`src/rtl/lcd_pkg.sv`:
```
// Shared constants and state encoding for the LCD pixel path.
package lcd_pkg;

    localparam logic [7:0] BLACK   = 8'h00;
    localparam logic [7:0] WHITE   = 8'hFF;
    localparam logic       DC_DATA = 1'b1;

    typedef enum logic [1:0] {
        ST_IDLE    = 2'd0,
        ST_FETCH   = 2'd1,
        ST_WAIT    = 2'd2,
        ST_PRESENT = 2'd3
    } seq_state_t;

    // Width of a counter/index that must hold at least one bit even for n == 1.
    function automatic int clog2_min1(input int n);
        return (n > 1) ? $clog2(n) : 1;
    endfunction

endpackage

```
`src/rtl/lcd_image_switch_ctrl.sv`:
```
// Image selection: auto-advance timer, next/prev request flags and the image id,
// which only moves on a frame boundary.
module lcd_image_switch_ctrl
    import lcd_pkg::*;
#(
    parameter int NUM_IMAGES    = 5,
    parameter int SWITCH_CYCLES = 12500000,
    parameter int ID_W          = clog2_min1(NUM_IMAGES)
) (
    input  logic            clk,
    input  logic            rst,
    input  logic            run,
    input  logic            pause,
    input  logic            next_req,
    input  logic            prev_req,
    input  logic            frame_end,
    output logic [ID_W-1:0] image_id
);

    localparam int              TW         = clog2_min1(SWITCH_CYCLES);
    localparam logic [TW-1:0]   TIMER_LAST = TW'(SWITCH_CYCLES - 1);
    localparam logic [ID_W-1:0] IMG_LAST   = ID_W'(NUM_IMAGES - 1);

    logic [TW-1:0]   timer_q, timer_d;
    logic            pending_q, pending_d;
    logic            prev_pending_q, prev_pending_d;
    logic [ID_W-1:0] image_q, image_d;
    logic            timer_wrap;

    always_comb begin
        timer_d    = timer_q;
        timer_wrap = 1'b0;
        if (run && !pause) begin
            if (timer_q == TIMER_LAST) begin
                timer_d    = '0;
                timer_wrap = 1'b1;
            end else begin
                timer_d = timer_q + 1'b1;
            end
        end

        image_d = image_q;
        if (frame_end) begin
            // Requests landing on the frame-end cycle are carried into the next frame.
            pending_d      = next_req | timer_wrap;
            prev_pending_d = prev_req;
            if (pending_q && !prev_pending_q) begin
                image_d = (image_q == IMG_LAST) ? '0 : image_q + 1'b1;
            end else if (!pending_q && prev_pending_q) begin
                image_d = (image_q == '0) ? IMG_LAST : image_q - 1'b1;
            end
        end else begin
            pending_d      = pending_q | next_req | timer_wrap;
            prev_pending_d = prev_pending_q | prev_req;
        end
    end

    always_ff @(posedge clk) begin
        if (rst) begin
            timer_q        <= '0;
            pending_q      <= 1'b0;
            prev_pending_q <= 1'b0;
            image_q        <= '0;
        end else begin
            timer_q        <= timer_d;
            pending_q      <= pending_d;
            prev_pending_q <= prev_pending_d;
            image_q        <= image_d;
        end
    end

    assign image_id = image_q;

endmodule

```
`src/rtl/lcd_image_sequencer.sv`:
```
// Centres a 1bpp ROM image on the LCD and streams RGB332 pixel words to the SPI writer.
//   state   | meaning
//   IDLE    | waiting for LCD init to finish
//   FETCH   | decide area; present ROM address or pick border colour
//   WAIT    | ROM read latency countdown, then resolve fg/bg colour
//   PRESENT | pixel word held valid until the writer accepts it
module lcd_image_sequencer
    import lcd_pkg::*;
#(
    parameter int SCR_W         = 320,
    parameter int SCR_H         = 240,
    parameter int IMG_W         = 240,
    parameter int IMG_H         = 160,
    parameter int NUM_IMAGES    = 5,
    parameter int SWITCH_CYCLES = 12500000,
    parameter int ROM_LAT       = 1,
    parameter int ADDR_W        = 15
) (
    input  logic                                 clk_25MHz,
    input  logic                                 rst,
    input  logic                                 init_done,
    input  logic                                 pause,
    input  logic                                 next_req,
    input  logic                                 prev_req,
    input  logic [7:0]                           fg_color,
    input  logic [7:0]                           bg_color,
    input  logic [7:0]                           border_color,
    output logic [clog2_min1(NUM_IMAGES)-1:0]    rom_image_id,
    output logic [ADDR_W-1:0]                    rom_addr,
    input  logic [7:0]                           rom_data,
    output logic [8:0]                           pix_data,
    output logic                                 pix_valid,
    input  logic                                 pix_ready,
    output logic [clog2_min1(NUM_IMAGES)-1:0]    current_image_id,
    output logic                                 frame_start,
    output logic                                 display_active
);

    localparam int ID_W = clog2_min1(NUM_IMAGES);
    localparam int XW   = $clog2(SCR_W + 1);
    localparam int YW   = $clog2(SCR_H + 1);
    localparam int PW   = ADDR_W + 3;
    localparam int X0   = (SCR_W - IMG_W) / 2;
    localparam int Y0   = (SCR_H - IMG_H) / 2;

    localparam logic [XW-1:0] X_LO   = XW'(X0);
    localparam logic [XW-1:0] X_HI   = XW'(X0 + IMG_W);
    localparam logic [XW-1:0] X_LAST = XW'(SCR_W - 1);
    localparam logic [YW-1:0] Y_LO   = YW'(Y0);
    localparam logic [YW-1:0] Y_HI   = YW'(Y0 + IMG_H);
    localparam logic [YW-1:0] Y_LAST = YW'(SCR_H - 1);
    localparam logic [1:0]    LAT    = 2'(ROM_LAT);

    seq_state_t      state_q, state_d;
    logic [XW-1:0]   x_q, x_d;
    logic [YW-1:0]   y_q, y_d;
    logic [PW-1:0]   pix_idx_q, pix_idx_d;
    logic [2:0]      bit_sel_q, bit_sel_d;
    logic [1:0]      wait_cnt_q, wait_cnt_d;
    logic [7:0]      colour_q, colour_d;
    logic            in_area;
    logic            frame_end;
    logic [ID_W-1:0] image_id;

    assign in_area = (x_q >= X_LO) && (x_q < X_HI) && (y_q >= Y_LO) && (y_q < Y_HI);

    always_comb begin
        state_d    = state_q;
        x_d        = x_q;
        y_d        = y_q;
        pix_idx_d  = pix_idx_q;
        bit_sel_d  = bit_sel_q;
        wait_cnt_d = wait_cnt_q;
        colour_d   = colour_q;
        frame_end  = 1'b0;

        unique case (state_q)
            ST_IDLE: begin
                if (init_done) begin
                    state_d = ST_FETCH;
                end
            end
            ST_FETCH: begin
                if (in_area) begin
                    bit_sel_d  = ~pix_idx_q[2:0];
                    wait_cnt_d = LAT;
                    state_d    = ST_WAIT;
                end else begin
                    colour_d = border_color;
                    state_d  = ST_PRESENT;
                end
            end
            ST_WAIT: begin
                // rom_addr has been stable since FETCH, so the byte is valid on the last count.
                if (wait_cnt_q <= 2'd1) begin
                    colour_d = rom_data[bit_sel_q] ? fg_color : bg_color;
                    state_d  = ST_PRESENT;
                end else begin
                    wait_cnt_d = wait_cnt_q - 1'b1;
                end
            end
            ST_PRESENT: begin
                if (pix_ready) begin
                    state_d   = ST_FETCH;
                    frame_end = (x_q == X_LAST) && (y_q == Y_LAST);
                    if (x_q == X_LAST) begin
                        x_d = '0;
                        y_d = (y_q == Y_LAST) ? '0 : y_q + 1'b1;
                    end else begin
                        x_d = x_q + 1'b1;
                    end
                    if (frame_end) begin
                        pix_idx_d = '0;
                    end else if (in_area) begin
                        pix_idx_d = pix_idx_q + 1'b1;
                    end
                end
            end
            default: state_d = ST_IDLE;
        endcase
    end

    always_ff @(posedge clk_25MHz) begin
        if (rst) begin
            state_q    <= ST_IDLE;
            x_q        <= '0;
            y_q        <= '0;
            pix_idx_q  <= '0;
            bit_sel_q  <= '0;
            wait_cnt_q <= '0;
            colour_q   <= BLACK;
        end else begin
            state_q    <= state_d;
            x_q        <= x_d;
            y_q        <= y_d;
            pix_idx_q  <= pix_idx_d;
            bit_sel_q  <= bit_sel_d;
            wait_cnt_q <= wait_cnt_d;
            colour_q   <= colour_d;
        end
    end

    lcd_image_switch_ctrl #(
        .NUM_IMAGES    (NUM_IMAGES),
        .SWITCH_CYCLES (SWITCH_CYCLES),
        .ID_W          (ID_W)
    ) u_switch_ctrl (
        .clk       (clk_25MHz),
        .rst       (rst),
        .run       (state_q != ST_IDLE),
        .pause     (pause),
        .next_req  (next_req),
        .prev_req  (prev_req),
        .frame_end (frame_end),
        .image_id  (image_id)
    );

    assign pix_valid        = (state_q == ST_PRESENT);
    assign pix_data         = {DC_DATA, colour_q};
    assign rom_addr         = pix_idx_q[PW-1:3];
    assign frame_start      = (state_q == ST_FETCH) && (x_q == '0) && (y_q == '0);
    assign display_active   = (state_q != ST_IDLE);
    assign rom_image_id     = image_id;
    assign current_image_id = image_id;

endmodule

```
`config.mk`:
```
export PLATFORM = sky130hd
export DESIGN_NAME = lcd_image_sequencer
export DESIGN_NICKNAME = d
export VERILOG_FILES = /design/src/rtl/lcd_pkg.sv /design/src/rtl/lcd_image_switch_ctrl.sv /design/src/rtl/lcd_image_sequencer.sv
export SDC_FILE = /design/constraint.sdc
export NUM_CORES = 1
export LEC_CHECK = 0
export CAP_MARGIN = 20
export CORE_ASPECT_RATIO = 0.8
export CORE_UTILIZATION = 30
export CTS_BUF_LIST = sky130_fd_sc_hd__clkbuf_2
export CTS_CLUSTER_DIAMETER = 60
export CTS_CLUSTER_SIZE = 8
export DETAILED_ROUTE_END_ITERATION = 16
export MAX_ROUTING_LAYER = met4
export PLACE_DENSITY = 0.5
export SKIP_LAST_GASP = 1
export SLEW_MARGIN = 20
export SYNTH_ARGS = -nofsm -noshare
export SYNTH_HDL_FRONTEND = slang
export SYNTH_SLANG_ARGS = --single-unit
```
`constraint.sdc`:
```
create_clock -name clk_25MHz -period 2 [get_ports clk_25MHz]
set_clock_uncertainty 0.2 [all_clocks]
set_input_delay 0.2 -clock clk_25MHz [delete_from_list [all_inputs] [get_ports clk_25MHz]]
set_output_delay 0.2 -clock clk_25MHz [all_outputs]
set_load 0.01 [all_outputs]
```
* Word level (Yosys, flattened, before mapping)
Cells that the tools add are included.
** Storage, ports and cells
- Flip-flop bits (word level) :: 79
- Bits of input ports :: 39
- Output and inout bits :: 33
- Logic and storage cells :: 99
** Operators by class
- Add/subtract/negate cells :: 7
- Order comparisons :: 6
- Eq/ne operators :: 13
- Muxes and demuxes :: 29
- Bitwise gates (word level) :: 5
- Reduce and logical (&&, ||, !) cells :: 28
** Operators by type and width (count)
- 18-bit 2-to-1 mux :: 2
- 8-bit 2-to-1 mux :: 4
- 24-bit by 1-bit adder with 24-bit output, second input constant :: 1
- 24-bit == test, second input constant :: 1
- 24-bit 2-to-1 mux :: 1
- 18-bit by 1-bit adder with 18-bit output, second input constant :: 1
- 8-bit one-hot mux with 2 select lines :: 1
- 3-bit AND reduction :: 5
- 3-bit 2-to-1 mux :: 4
- 2-bit 2-to-1 mux :: 5
- 2-bit != test, second input constant :: 5
- 9-bit by 1-bit adder with 9-bit output, second input constant :: 1
- 9-bit == test, second input constant :: 1
- 9-bit by 6-bit >= comparator with 1-bit output, second input constant :: 1
- 1-bit logical AND :: 9
- 9-bit logical NOT :: 1
- 9-bit < comparator, second input constant :: 1
- 9-bit 2-to-1 mux :: 1
- 8-bit by 1-bit adder with 8-bit output, second input constant :: 1
- 8-bit == test, second input constant :: 1
- 8-bit by 6-bit >= comparator with 1-bit output, second input constant :: 1
- 8-bit logical NOT :: 1
- 8-bit < comparator, second input constant :: 1
- 1-bit 2-to-1 mux :: 8
- 19 further kinds :: 30

* Depth between registers and ports, before layout
- Depth after elaboration :: 6
- Mapped depth :: 9
- Mapped depth without buffers :: 7

* Hierarchy
From an unflattened synthesis, not the netlist that was laid out.
** Unflattened totals
- Cell total of the unflattened synthesis :: 488
- Area total of the unflattened synthesis :: 4235.3 µm²
** By module, submodules not included
- lcd_image_sequencer :: instances 1, cells each 318, area an instance 2761.4 µm², seq. area each 1001.0 µm²
- lcd_image_switch_ctrl :: instances 1, cells each 170, area an instance 1473.9 µm², seq. area each 580.6 µm²

* Worst setup path after synthesis
No wires, ideal clock.
- Path kind :: reg2reg
- Start :: register state_q[0]
- End :: register pix_idx_q[12]
- Library setup time :: 135 ps
- Arrival time :: 1925 ps
- Required time :: 1665 ps
- Setup slack :: -260 ps
- Cell stages (with the launch flop) :: 9
- Buffers on the path :: 2
- Clock period less this slack :: 2260 ps
- Cells stage by stage :: dfxtp_1 ha_1 and2_1 clkbuf_1 and4_1 o211ai_1 clkbuf_1 o311ai_0 o41ai_1
** Between the ends
- Longest elaborated chain between the ends :: 2
** Ends and longest elaborated chain
- from (decl) :: line lcd_image_sequencer.sv:54 : seq_state_t state_q, state_d;
- from (signal assigned) :: line lcd_image_sequencer.sv:133 : state_q <= state_d;
- 2-bit == test
- net pix_valid :: line lcd_image_sequencer.sv:32 : output logic pix_valid,
- 3-bit AND reduction (no line)
- to (signal assigned) :: line lcd_image_sequencer.sv:136 : pix_idx_q <= pix_idx_d;
- to (decl) :: line lcd_image_sequencer.sv:57 : logic [PW-1:0] pix_idx_q, pix_idx_d;
The timed path passes the listed nets, and every way through them passes these cells.
A chain may end at the register's enable or synchronous reset.

* Worst setup path in the final report
- Start :: register state_q[1]
- End :: register u_switch_ctrl.timer_q[20]
** Between the ends
- Longest elaborated chain between the ends :: 2
** Ends and longest elaborated chain
- 2-bit nonzero test :: line lcd_image_sequencer.sv:150 : .run (state_q != ST_IDLE),
- 1-bit logical AND :: line lcd_image_switch_ctrl.sv:33 : if (run && !pause) begin
- to (signal assigned) :: line lcd_image_switch_ctrl.sv:65 : timer_q <= timer_d;
- to (decl) :: line lcd_image_switch_ctrl.sv:24 : logic [TW-1:0] timer_q, timer_d;
No other way between the ends.

==> metrics.md <==
| Metric | Value |
|---|---|
| Antenna violations before repair | 0 |
| Maximum vdd ir drop | 0.4200 mV |
| Vias in the first global route | 4065 |
| CTS tree | yes |
| EDFF count, synth | 0 |
| Die X | 135.6 um |
| Syn Nets | 558 |
| Most common cell after layout, fill and taps aside | buf_4 |
| CP required | 2.27 ns |
| Post-synthesis sequential area ratio | 36.93% |
| Class of the worst hold path | in -> reg |
| Asr flop ratio synth | 0% |
| Largest net degree at the start of global routing | 20 |
| Die height | 108.9 um |
| Share of cells above drive strength 1 | 41.28% |
| Final Cycle Share | 110.2% |
| Root buf cell | clkbuf_2 |
| Status | finished, violations left |
| Metal-1 WL | 5733 um |
| Main flop type after synthesis | dfxtp_1 |
| Final WL | 12360 um |
| DIE AREA | 14760 um^2 |
| Crit path max fanout | 4 |
| DRT Pass-1 Iters | 4 |
| NumNets Final | 721 |
| RSZ-0062 raised after global routing | true |
| Synth Area in Adders | 4.674% |
| Post-synthesis compound-gate area fraction | 16.16% |
| Syn Inst Count | 503 |
| Core Region | 13740 um^2 |
| Synth warn | 0 |
| Rows | 38 |
| Most frequent cells in the layout | 87 x buf_4, 56 x clkdlybuf4s50_1, 50 x dfxtp_1 |
| H-tree depth | 3 |
| Largest family of logic cells by synthesized area | simple AND/OR/NAND/NOR gates |
| Fmax | 0.4537 GHz |
| Io pins | 72 |
| Fin worst setup slack | -0.2040 ns |
| CP max stage delay | 0.38 ns |
| Post-synth top area cell | dfxtp_1 |
| First-pass GRT wire length | 19340 um |
| Xor/xnor cell area share of the yosys netlist | 8.180% |
| Critical path arrival | 2.47 ns |
| # DRC | 0 |
| Type of origin of the critical path | flip-flop |
| Clock Path Buffers | 2 |
| Starting Density | 31.17% |
| Simple-gate share of the synthesized area | 24.16% |
| Initial DRC count | 131 |
| Synth top area share | 36.93% |
| Place WS | -0.2388 ns |
| Uppermost layer routed | met4 |
| Area growth syn-to-layout | 64.74% |
| Leakage power total | 2.763 nW |
| Power per cell area | 667.5 nW/um^2 |
| Failing checks | negative setup slack |
| DR WL met3 | 440 um |
| CTS Buf Count | 9 |
| Post-DR wirelength/cell | 14.52 um |
| Vias/cell | 5.007 |
| Placed cell count | 790 |
| Antenna Violating Nets Remaining | 0 |
| Critical path, cell by cell | inv_2 -> buf_4 -> ha_4 -> and4bb_2 -> nand4_1 -> buf_6 -> nor4_4 -> xnor2_2 -> nor2_2 |
| Met2 WL | 5960 um |
| Clock Pin Slew Worst Setup and Hold Paths | 0.22 ns |
| GRT Residual Overflow | 0 |
| Vias | 4261 |
| Crit end category | flip-flop |
| Final GP Congestion | 0.8065 |
| Mux share of post-synthesis cell area | 2.571% |
| Yosys cell types | 57 |
| Mean Syn Cell Area | 8.515 um^2 |
| Antenna fix cells | 0 |
| Final Non-Filler Cells | 851 |
| Final HPWL DP | 7910 um |
| WS Path Type | reg -> reg |
| Post-route minimum period | 2.204 ns |
| Synth top area cells | dfxtp_1 37%, nor2_1 5.0%, xnor2_1 4.9% |
| Overall Global Routing Usage | 17.14% |
| CP max stage cell | dfxtp_2 |
| Fin. max-slew vios | 0 |
| Final setup fails | 37 |
| Yosys reg bits | 79 |
| Cell Area, Synth | 4283 um^2 |
| Clock sink count | 79 |
| Max-cap violations | 0 |
| Clk_lat worst skew | 0.56 ns |
| Final Hold Fails | 0 |
| # port buffers | 70 |
state kept, by name, summed over array words and instances (netlist names):
signal                        flops
u_switch_ctrl.image_id            3
colour_q                          8
bit_sel_q                         3
x_q                               9
y_q                               8
pix_idx_q                        18
u_switch_ctrl.pending_q           1
u_switch_ctrl.prev_pending_q      1
wait_cnt_q                        2
state_q                           2
u_switch_ctrl.timer_q            24
kinds of logic after synthesis:
| logic type | after synthesis |
|---|---|
| XOR/XNOR | 40 |
| buffers and inverters | 59 |
| AO/OA/AOI/OAI | 100 |
| other | 1 |
| AND/OR/NAND/NOR | 200 |
| multiplexers | 8 |
| flip-flops | 79 |
| adder cells (fa/ha/maj) | 16 |
worst max-delay path: cells and delay by family, from the launching register on:
kind | cells | cell delay (ns)
simple gates | 4 | 0.87
flops | 1 | 0.38
buf+inv | 3 | 0.34
fa+ha+maj | 1 | 0.16
xor+xnor | 1 | 0.16
final cells by class:
cell class                 instances  area, um^2
clock buffer                      10       50.05
sequential                        79        1648
tap                              180       225.2
inverter                          21       86.33
timing repair buffer             190        1832
clock inverter                     6       108.9
multi-input combinational        365        3105
fill                            1251        6685
cells in the mapped netlist (2+ instances only):
master and instances:
dfxtp_1 79, nor2_1 57, a21oi_1 29, nand2_1 28
xnor2_1 24, nor3_1 22, inv_1 21, nand4_1 21
buf_4 19, ha_1 16, nand3_1 16, xor2_1 16
o21ai_0 15, or3_1 12, clkbuf_1 10, a21o_1 8
a221oi_1 8, a22oi_1 8, o2bb2ai_1 8, buf_2 7
and3_1 5, nor4_1 5, or2_2 5, mux2i_1 4
nand2b_1 4, nor2b_1 4, nor3b_1 4, and2_1 3
and4_1 3, o2111ai_1 3, o311ai_0 3, o31ai_1 3
o41ai_1 3, or4_1 3, mux4_2 2, nor3_2 2
o211ai_1 2, o21a_1 2
per-layer routing:
| metal | up-vias | track usage (%) |
|---|---|---|
| met2 | 79 | 28.13 |
| met5 | - | - |
| met1 | 2033 | 20.76 |
| met4 | 0 | 5.778 |
| met3 | 25 | 3.812 |
| li1 | 2124 | - |
path summary, 6_finish.rpt:
kind,from,cells past startpoint,slack (ns),end
min reg2reg,colour_q[7],1,0.28,colour_q[7]
max,state_q[1],9,-0.20,u_switch_ctrl.timer_q[20]
min,next_req,3,0.12,u_switch_ctrl.pending_q
max reg2reg,state_q[1],9,-0.20,u_switch_ctrl.timer_q[20]
power breakdown:
group          internal [mW]  switching (mW)  total (mW)  leakage, nW
Combinational           1.03           0.817        1.84         2.01
Sequential              1.67          0.0693        1.74        0.658
Clock                  0.542           0.582        1.12       0.0959
through the flow:
stage	util [%]	instance area (um^2)	hold WS, ns	power (mW)	TNS, ns
global route	51.35	7056	0.09245	4.987	-6.543
floorplan	-	4322	0.1174	2.459	0
finish	51.35	7056	0.1170	4.710	-3.156
detailed placement	41.00	5634	0.2520	3.082	-5.810
CTS	48.15	6616	0.005999	4.807	-13.06
global placement	41.00	5634	0.2488	3.059	-4.824
repair_timing:
item | 4_1_cts | 5_1_grt
setup endpoints to repair | 74 | 91
gates cloned | 5 | 0
setup buffers | 26 | 21
pin swaps | 70 | 51
resized for setup | 154 | 88
hold buffers | 1 | 0
hold endpoints to repair | 1 | 0
Note: power is estimated with default switching activity, not from simulation.
